### src/rtl/silencer_settings_loader_pkg.sv
`timescale 1ns/1ps
`default_nettype none
// ============================================================================
// Module : silencer_settings_loader_pkg
// Brief  : Silencer register map, loader FSM states and settings struct.
// Rev    : 1.0
// ============================================================================
package silencer_settings_loader_pkg;

    localparam int         SILENCER_NUM_REGS                   = 5;
    localparam logic [2:0] ADDR_SILENCER_FLAG                  = 3'd0;
    localparam logic [2:0] ADDR_SILENCER_UPDATE_RATE_INTENSITY = 3'd1;
    localparam logic [2:0] ADDR_SILENCER_UPDATE_RATE_PHASE     = 3'd2;
    localparam logic [2:0] ADDR_SILENCER_COMPLETION_STEPS_INT  = 3'd3;
    localparam logic [2:0] ADDR_SILENCER_COMPLETION_STEPS_PHS  = 3'd4;

    typedef enum logic [1:0] {
        ST_IDLE  = 2'd0,
        ST_ISSUE = 2'd1,
        ST_DRAIN = 2'd2,
        ST_CHECK = 2'd3
    } loader_state_t;

    typedef struct packed {
        logic        update;
        logic        mode;
        logic [15:0] update_rate_intensity;
        logic [15:0] update_rate_phase;
        logic [15:0] completion_steps_intensity;
        logic [15:0] completion_steps_phase;
    } silencer_settings_t;

endpackage
`default_nettype wire

### src/rtl/silencer_settings_loader_bram_read_pipe.sv
`timescale 1ns/1ps
`default_nettype none
// ============================================================================
// Module : bram_read_pipe
// Brief  : Valid/index delay line that tags each BRAM read until its data lands.
// Rev    : 1.0
// ============================================================================
module bram_read_pipe #(
    parameter int unsigned DEPTH = 2
) (
    input  logic       clk,
    input  logic       rst,
    input  logic       in_valid,
    input  logic [2:0] in_idx,
    output logic       out_valid,
    output logic [2:0] out_idx
);

    logic [DEPTH-1:0] r_valid;
    logic [2:0]       r_idx [DEPTH];

    always_ff @(posedge clk) begin
        if (rst) begin
            r_valid <= '0;
            for (int i = 0; i < int'(DEPTH); i++) begin
                r_idx[i] <= 3'd0;
            end
        end else begin
            r_valid[0] <= in_valid;
            r_idx[0]   <= in_idx;
            for (int i = 1; i < int'(DEPTH); i++) begin
                r_valid[i] <= r_valid[i-1];
                r_idx[i]   <= r_idx[i-1];
            end
        end
    end

    assign out_valid = r_valid[DEPTH-1];
    assign out_idx   = r_idx[DEPTH-1];

endmodule
`default_nettype wire

### src/rtl/silencer_settings_loader.sv
`timescale 1ns/1ps
`default_nettype none
// ============================================================================
// Module : silencer_settings_loader
// Brief  : Reads the five silencer registers, validates them and commits them
//          atomically to the silencer settings struct with a one-cycle UPDATE.
// Rev    : 1.0
// ============================================================================
module silencer_settings_loader
    import silencer_settings_loader_pkg::*;
#(
    parameter int unsigned       ADDR_W        = 8,
    parameter logic [ADDR_W-1:0] BASE_ADDR     = 8'h40,
    parameter int unsigned       READ_LATENCY  = 2,
    parameter logic [15:0]       DEF_STEPS_INT = 16'd10,
    parameter logic [15:0]       DEF_STEPS_PHS = 16'd40,
    parameter logic [15:0]       DEF_RATE      = 16'd256
) (
    input  logic               clk,
    input  logic               rst,
    input  logic               req,
    output logic               bram_en,
    output logic [ADDR_W-1:0]  bram_addr,
    input  logic [15:0]        bram_dout,
    output silencer_settings_t settings,
    output logic               busy,
    output logic               err
);

    loader_state_t      r_state;
    loader_state_t      w_state_next;
    logic [2:0]         r_issue_cnt;
    logic               r_pending;
    logic               r_shadow_mode;
    logic [15:0]        r_shadow_rate_int;
    logic [15:0]        r_shadow_rate_phs;
    logic [15:0]        r_shadow_steps_int;
    logic [15:0]        r_shadow_steps_phs;
    silencer_settings_t r_settings;
    logic               r_err;
    logic               w_cap_valid;
    logic [2:0]         w_cap_idx;
    logic               w_check;
    logic               w_reject;
    logic               w_pend_now;

    bram_read_pipe #(
        .DEPTH (READ_LATENCY)
    ) u_pipe (
        .clk       (clk),
        .rst       (rst),
        .in_valid  (bram_en),
        .in_idx    (r_issue_cnt),
        .out_valid (w_cap_valid),
        .out_idx   (w_cap_idx)
    );

    assign bram_en   = (r_state == ST_ISSUE);
    assign bram_addr = BASE_ADDR + ADDR_W'(r_issue_cnt);
    assign settings  = r_settings;
    assign err       = r_err;
    assign busy      = (r_state != ST_IDLE) || r_settings.update || r_err;

    // A request arriving during the CHECK cycle itself still forces a reload.
    assign w_pend_now = r_pending || (req && (r_state != ST_IDLE));
    assign w_reject   = r_shadow_mode ? ((r_shadow_rate_int == 16'd0) || (r_shadow_rate_phs == 16'd0))
                                      : ((r_shadow_steps_int == 16'd0) || (r_shadow_steps_phs == 16'd0));

    always_comb begin
        w_state_next = r_state;
        w_check      = 1'b0;
        case (r_state)
            ST_IDLE:  if (req) w_state_next = ST_ISSUE;
            ST_ISSUE: if (r_issue_cnt == 3'(SILENCER_NUM_REGS - 1)) w_state_next = ST_DRAIN;
            ST_DRAIN: if (w_cap_valid && (w_cap_idx == ADDR_SILENCER_COMPLETION_STEPS_PHS))
                          w_state_next = ST_CHECK;
            ST_CHECK: begin
                w_check      = 1'b1;
                w_state_next = w_pend_now ? ST_ISSUE : ST_IDLE;
            end
            default:  w_state_next = ST_IDLE;
        endcase
    end

    always_ff @(posedge clk) begin
        if (rst) begin
            r_state            <= ST_IDLE;
            r_issue_cnt        <= 3'd0;
            r_pending          <= 1'b0;
            r_shadow_mode      <= 1'b0;
            r_shadow_rate_int  <= 16'd0;
            r_shadow_rate_phs  <= 16'd0;
            r_shadow_steps_int <= 16'd0;
            r_shadow_steps_phs <= 16'd0;
            r_err              <= 1'b0;
            r_settings         <= '{update: 1'b0, mode: 1'b0,
                                    update_rate_intensity: DEF_RATE,
                                    update_rate_phase: DEF_RATE,
                                    completion_steps_intensity: DEF_STEPS_INT,
                                    completion_steps_phase: DEF_STEPS_PHS};
        end else begin
            r_state <= w_state_next;

            if ((r_state != ST_ISSUE) && (w_state_next == ST_ISSUE))
                r_issue_cnt <= 3'd0;
            else if ((r_state == ST_ISSUE) && (r_issue_cnt != 3'(SILENCER_NUM_REGS)))
                r_issue_cnt <= r_issue_cnt + 3'd1;

            if (r_state == ST_CHECK)
                r_pending <= 1'b0;
            else if (req && (r_state != ST_IDLE))
                r_pending <= 1'b1;

            if (w_cap_valid) begin
                case (w_cap_idx)
                    ADDR_SILENCER_FLAG:                  r_shadow_mode      <= bram_dout[0];
                    ADDR_SILENCER_UPDATE_RATE_INTENSITY: r_shadow_rate_int  <= bram_dout;
                    ADDR_SILENCER_UPDATE_RATE_PHASE:     r_shadow_rate_phs  <= bram_dout;
                    ADDR_SILENCER_COMPLETION_STEPS_INT:  r_shadow_steps_int <= bram_dout;
                    ADDR_SILENCER_COMPLETION_STEPS_PHS:  r_shadow_steps_phs <= bram_dout;
                    default: ;
                endcase
            end

            r_err             <= w_check && w_reject;
            r_settings.update <= w_check && !w_reject;
            if (w_check && !w_reject) begin
                r_settings.mode                       <= r_shadow_mode;
                r_settings.update_rate_intensity      <= r_shadow_rate_int;
                r_settings.update_rate_phase          <= r_shadow_rate_phs;
                r_settings.completion_steps_intensity <= r_shadow_steps_int;
                r_settings.completion_steps_phase     <= r_shadow_steps_phs;
            end
        end
    end

endmodule
`default_nettype wire
### config.mk
export PLATFORM = sky130hd
export DESIGN_NAME = silencer_settings_loader
export DESIGN_NICKNAME = d
export VERILOG_FILES = /design/src/rtl/silencer_settings_loader_pkg.sv /design/src/rtl/silencer_settings_loader_bram_read_pipe.sv /design/src/rtl/silencer_settings_loader.sv
export SDC_FILE = /design/constraint.sdc
export NUM_CORES = 1
export LEC_CHECK = 0
export ABC_CLOCK_PERIOD_IN_PS = 1700
export BUFFER_PORTS_ARGS = -buffer_cell sky130_fd_sc_hd__buf_4
export CAP_MARGIN = 10
export CORE_MARGIN = 2
export CORE_UTILIZATION = 40
export CTS_BUF_LIST = sky130_fd_sc_hd__clkbuf_16
export DETAILED_ROUTE_END_ITERATION = 7
export PLACE_DENSITY = 0.67
export REMOVE_ABC_BUFFERS = 1
export SYNTH_ARGS = -nofsm -noshare
export SYNTH_HDL_FRONTEND = slang
export SYNTH_SLANG_ARGS = --single-unit
### constraint.sdc
create_clock -name clk -period 1.7 [get_ports clk]
set_clock_uncertainty 0.2 [all_clocks]
set_input_delay 0.17 -clock clk [delete_from_list [all_inputs] [get_ports clk]]
set_output_delay 0.17 -clock clk [all_outputs]
set_load 0.05 [all_outputs]
# After elaboration in Yosys (flattened, before gate mapping)
# Memory sizes are Yosys's and may differ from the RTL's.
# Cells that the tools add are included.
[word_totals] regBits=140 latchBits=0 ram_bits=6 rom_bits=0 in_bits=19 wordCells=70 mem_count=1
[classes] add_sub_neg=2 mul=0 div=0 order_cmp=0 n_eq_ne=11 shifts=0 mux=12 bitwise=2 reduce_logical=26
[mem_list] name="u_pipe.r_idx" words=2 word_bits=3 rd=2 rd_clocked_by_memory_dff=0 wr=2 line="silencer_settings_loader_bram_read_pipe.sv:20" rtl="logic [2:0] r_idx [DEPTH];"
[op_table] operator="$logic_not 16->1" count=4
[op_table] operator="$reduce_and 2->1" count=5
[op_table] operator="$add 7x3->8 const A" count=1
[op_table] operator="$pmux 2 s4" count=1
[op_table] operator="$eq 3x2->1 const B" count=2
[op_table] operator="$eq 3x3->1 const B" count=2
[op_table] operator="$logic_and 1x1->1" count=6
[op_table] operator="$mux 1" count=6
[op_table] operator="$mux 2" count=3
[op_table] operator="$mux 3" count=2
[op_table] operator="$logic_or 1x1->1" count=5
[op_table] operator="$eq 2x1->1 const B" count=2
[op_table] operator="$eq 2x2->1 const B" count=2
[op_table] operator="$reduce_or 2->1" count=2
[op_table] operator="$add 3x1->3 const B" count=1
[op_table] operator="$eq 3x1->1 const B" count=1
[op_table] operator="$logic_not 3->1" count=1
[op_table] operator="$ne 3x3->1 const B" count=1
[op_table] operator="$logic_not 2->1" count=1
[op_table] operator="$ne 2x1->1 const B" count=1
[op_table] operator="$or 1x1->1" count=2
[op_table] operator="$reduce_bool 2->1" count=1
[op_table] operator="$logic_not 1->1" count=1

# Logic depth before layout (Yosys ltp)
[depth] ltp_word=8 depth_mapped=7 depth_no_buf=6

# Modules after synthesis
# From an unflattened synthesis, not the netlist that was laid out.
[unflattened] cells_unflattened=671 hier_area_um2=5973.2
[modules_own_cells] module="silencer_settings_loader" instances=1 cells_per_inst=652 area_per_inst_um2=5740.5 seq_area_each_um2=2762.6
[modules_own_cells] module="bram_read_pipe" instances=1 cells_per_inst=19 area_per_inst_um2=232.7 seq_area_each_um2=160.2

# Worst setup path after synthesis
# OpenSTA, ideal clock, no wires.
[synth_path] kind="register to register" start="reg r_issue_cnt[0]" end="reg r_issue_cnt[2]" setup_ns=0.117 t_arrival_ns=1.681 required_time_ns=1.383 slack_ns=-0.299 stages_incl_launch_ff=7 n_path_buf=0 period_less_slack_ns=1.999 cell_sequence="dfxtp_1 inv_1 ha_1 and3_1 o31ai_1 a31o_2 nor3_1"
[synth_via] elab_chain_cells=6 elab_cells_between_ends=9 cone_classes="add/sub: 1; eq/ne: 3; mux: 2; reduce/logical: 3"
[synth_rtl] item="from (decl)" line="silencer_settings_loader.sv:32" rtl="logic [2:0] r_issue_cnt;"
[synth_rtl] item="from (signal assigned)" line="silencer_settings_loader.sv:107" rtl="r_issue_cnt <= r_issue_cnt + 3'd1;"
[synth_rtl] item="$eq 3x3->1" line="silencer_settings_loader.sv:74" rtl="ST_ISSUE: if (r_issue_cnt == 3'(SILENCER_NUM_REGS - 1)) w_state_next = ST_DRAIN;"
[synth_rtl] item="$mux 2" line="silencer_settings_loader.sv:74"
[synth_rtl] item="$pmux 2 s4" line="silencer_settings_loader.sv:72" rtl="case (r_state)"
[synth_rtl] item="$eq 2x1->1" line="silencer_settings_loader.sv:104" rtl="if ((r_state != ST_ISSUE) && (w_state_next == ST_ISSUE))"
[synth_rtl] item="$logic_and 1x1->1" line="silencer_settings_loader.sv:104"
[synth_rtl] item="$reduce_or 2->1 (no source line)"
# Several ways; a longest one is shown, not always the timed one.
# A chain may end at the register's enable or synchronous reset.

# Final worst setup path
[layout_path] start="reg r_state[0]" end="out busy"
[layout_via] elab_chain_cells=3
[layout_rtl] item="from (decl)" line="silencer_settings_loader.sv:30" rtl="loader_state_t r_state;"
[layout_rtl] item="from (signal assigned)" line="silencer_settings_loader.sv:102" rtl="r_state <= w_state_next;"
[layout_rtl] item="$reduce_bool 2->1" line="silencer_settings_loader.sv:62" rtl="assign busy = (r_state != ST_IDLE) || r_settings.update || r_err;"
[layout_rtl] item="$logic_or 1x1->1 (2 in series)" line="silencer_settings_loader.sv:62"
[layout_rtl] item="to (decl)" line="silencer_settings_loader.sv:26" rtl="output logic busy,"
# Every way passes these cells.

==> impl_metrics.csv <==
group,metric,value,unit
critical_path,reg2reg_slack,-0.18,ns
logic_synthesis,postSynthCellCount,667,
layout,area_delta_synth_final,39.2,%
logic_synthesis,synth_area,5950,sq um
sta,finalWorstPathRequiredPeriod,1.90,ns
sta,setup_viol,67,
sta,report.final.slew_viol_count,0,
clock_network,clk_transition_reported_paths,0.06,ns
clock_network,clock-root-buffer,"clkbuf_16",
logic_synthesis,asyncSetResetFlopFracSynth,0,%
status,failed_checks,"negative setup slack",
logic_synthesis,ys_seq_elements,146,
status,status,"finished, violations left",
sta,min_period_over_period,112,%
sta,rsz0062_at_grt,"yes",
die,row_count,44,
power_and_ir_drop,power,7.06,mW
logic_synthesis,yosys-top-cells-area,"dfxtp_1 49%, nand2b_1 13%, mux2i_1 11%",
logic_synthesis,library_cell_with_the_largest_summed_area_after_synthesis,"dfxtp_1",
logic_synthesis,synth_top_area_share,49.1,%
sta,final_hold_viol_count,0,
die,ios,96,
sta,fmax,0.527,GHz
die,core_area,14500,sq um
placed_design,detailed_placement_wirelength_estimate,10.2,mm
grt,grt_use_total,19.8,%
critical_path,required,1.33,ns
layout,antenna_cells,0,
die,fp.dieW,126,um
logic_synthesis,synth_edf_count,0,
clock_network,cts_tree,"done",
critical_path,crit_path_max_incr_delay,0.51,ns
power_and_ir_drop,vdd_drop_max,620,uV
route,number_of_vias_after_detailed_routing,5072,
critical_path,arrival,1.53,ns
route,routed_wire_length_per_instance,14.8,um
power_and_ir_drop,p_leak,3.16,nW
route,vias_cell,4.90,
clock_network,cts_inserted_buffers,17,
placed_design,gpl.final_weighted_congestion,0.809,
clock_network,clock-sinks,146,
logic_synthesis,post_synth.cell_area_avg,8.92,sq um
flow_run,max-cap-violations,0,
grt,grt_overflow,0,
logic_synthesis,share_of_synthesized_area_occupied_by_flip_flops_and_latches,49.1,%
route,antenna_violating_nets_post_route,0,
hold_path,timing.hold.worst.class,"reg2reg",
route,drt-total-wl,15.3,mm
power_and_ir_drop,power_per_cell_area,853,nW/um^2
clock_network,htree_num_levels,4,
logic_synthesis,postSynth.topFlopCell,"dfxtp_1",
placed_design,total_instance_count_after_detailed_placement,976,
clock_network,clkLatencyLatePin,0.42,ns
sta,post-route-worst-setup-slack,-0.198,ns
logic_synthesis,synth-warning-count,0,
logic_synthesis,yosysUniqueCellTypes,36,
critical_path,worstPathCellList,"buf_6 > or4_4 > buf_8",
grt,grt_pass1_wl,24.8,mm
layout,layout-drive-gt1-share,28.4,%
critical_path,critical_path.max_fanout,2,
critical_path,worst_setup_path_start_kind,"flip-flop",
die,die_h,126,um
critical_path,endpoint_kind,"primary output",
route,detail_route.iter0.violations,385,
die,die-area,15900,sq um
route,post-route-drc-count,0,
placed_design,io_buffers,90,
critical_path,critical_setup_path_class,"reg2out",
grt,number_of_global_route_vias_before_repair,5125,
grt,largest_net_degree_at_the_start_of_global_routing,66,
grt,grt_antenna_before_repair,0,
clock_network,cts_max_path_buffers,2,
route,drt_pass1_iterations,5,
critical_path,critPathSlowestCell,"or4_4",
die,initial_core_utilization,40.9,%
layout,final_net_count,860,
layout,final_cells,1035,
## layout make-up
type / instances / area [sq um]
well taps: 184 / 230
repair buffers: 199 / 1680
clock buffers: 17 / 425
clock inverters: 15 / 87.6
inverters: 4 / 15.0
flip-flops and latches: 146 / 2940
multi-input cells: 470 / 2900
fillers: 1288 / 6260
## layout by cell type, fill, tap and decap left out, types with 6 or more instances in the layout
master	count
nor2b_1	7
dfxtp_1	133
nor4_2	6
nor2_1	23
dlygate4sd3_1	18
buf_4	167
mux2i_1	66
nand2b_1	119
inv_1	9
clkbuf_16	18
nand2_1	130
dfxtp_2	11
a21oi_1	67
nor4_1	7
## cells in the mapped netlist (2+ instances only)
cell,count
a21oi_1,67
and3_1,2
buf_2,11
buf_4,7
buf_6,6
clkbuf_1,26
conb_1,2
dfxtp_1,146
ha_1,3
inv_1,4
mux2i_1,66
nand2_1,132
nand2b_1,120
nand3_1,4
nand4_1,4
nor2_1,24
nor2b_1,7
nor3_1,2
nor4_1,16
o21ai_0,2
## sequential cells by signal (all words and copies together), names as in the netlist
name and cells:
r_shadow_mode 1, r_shadow_rate_int 16, u_pipe.r_valid 2, r_issue_cnt 3, u_pipe.r_idx 6, r_shadow_steps_phs 16
settings 66, r_state 2, r_pending 1, r_shadow_steps_int 16, err 1, r_shadow_rate_phs 16
## worst max-delay path: cells and delay by family, from the launching register on
kind,cells,cell delay [ns]
buffers and inverters,2,0.28
DFF,1,0.32
and+or+nand+nor,1,0.51
## final timing paths
kind | start | depth (start not counted) | endpoint
worst max-delay path | r_state[0]$_SDFF_PP0_ | 3 | busy
worst min-delay path | u_pipe.r_idx[0][0]$_SDFF_PP0_ | 1 | u_pipe.r_idx[0][3]$_SDFF_PP0_
worst max register to register | r_shadow_rate_phs[11]$_SDFFE_PP0P_ | 7 | settings[28]$_SDFFE_PP0P_
worst min register to register | u_pipe.r_idx[0][0]$_SDFF_PP0_ | 1 | u_pipe.r_idx[0][3]$_SDFF_PP0_
## per-layer routing
layer	wire length, um	GRT usage [%]	vias up
met5	0	0	-
met4	553	10.6	0
met3	1070	5.44	41
met2	7090	31.3	152
met1	6590	24.5	2354
li1	-	-	2525
## power by group
part | internal [mW] | total (mW) | switching [mW]
clock network | 1.94 | 3.27 | 1.33
registers | 3.43 | 3.44 | 0.00538
logic | 0.155 | 0.357 | 0.201
## per-stage QoR
step,hold WS (ns),setup TNS (ns),setup slack [ns],utilization (%),instance area [sq um]
2_1_floorplan,0.0367,-148.89,-2.12,-,5690
3_3_place_gp,0.226,-12.21,-0.211,50.0,7270
4_1_cts,0.247,-7.74,-0.216,56.6,8220
6_report,0.242,-8.20,-0.198,57.0,8280
5_1_grt,0.268,-12.87,-0.250,57.0,8280
3_5_place_dp,0.231,-10.92,-0.199,50.0,7270
## logic make-up after synthesis
family,share of synthesized area [%]
other,0.126
buffers and inverters,4.84
muxes,11.1
AOI/OAI and AO/OA,6.77
xor gates and xnor gates,0.147
and+or+nand+nor,27.2
DFF,49.1
adders and majority gates,0.631
## timing repair
action	CTS	global route
gates cloned	4	0
endpoints found under the setup margin	69	79
pin swaps	7	5
gates resized for setup	38	17
buffers inserted	5	3
hold endpoints to repair	72	0
hold buffers	18	0
Power figures use the tool's default switching activity.
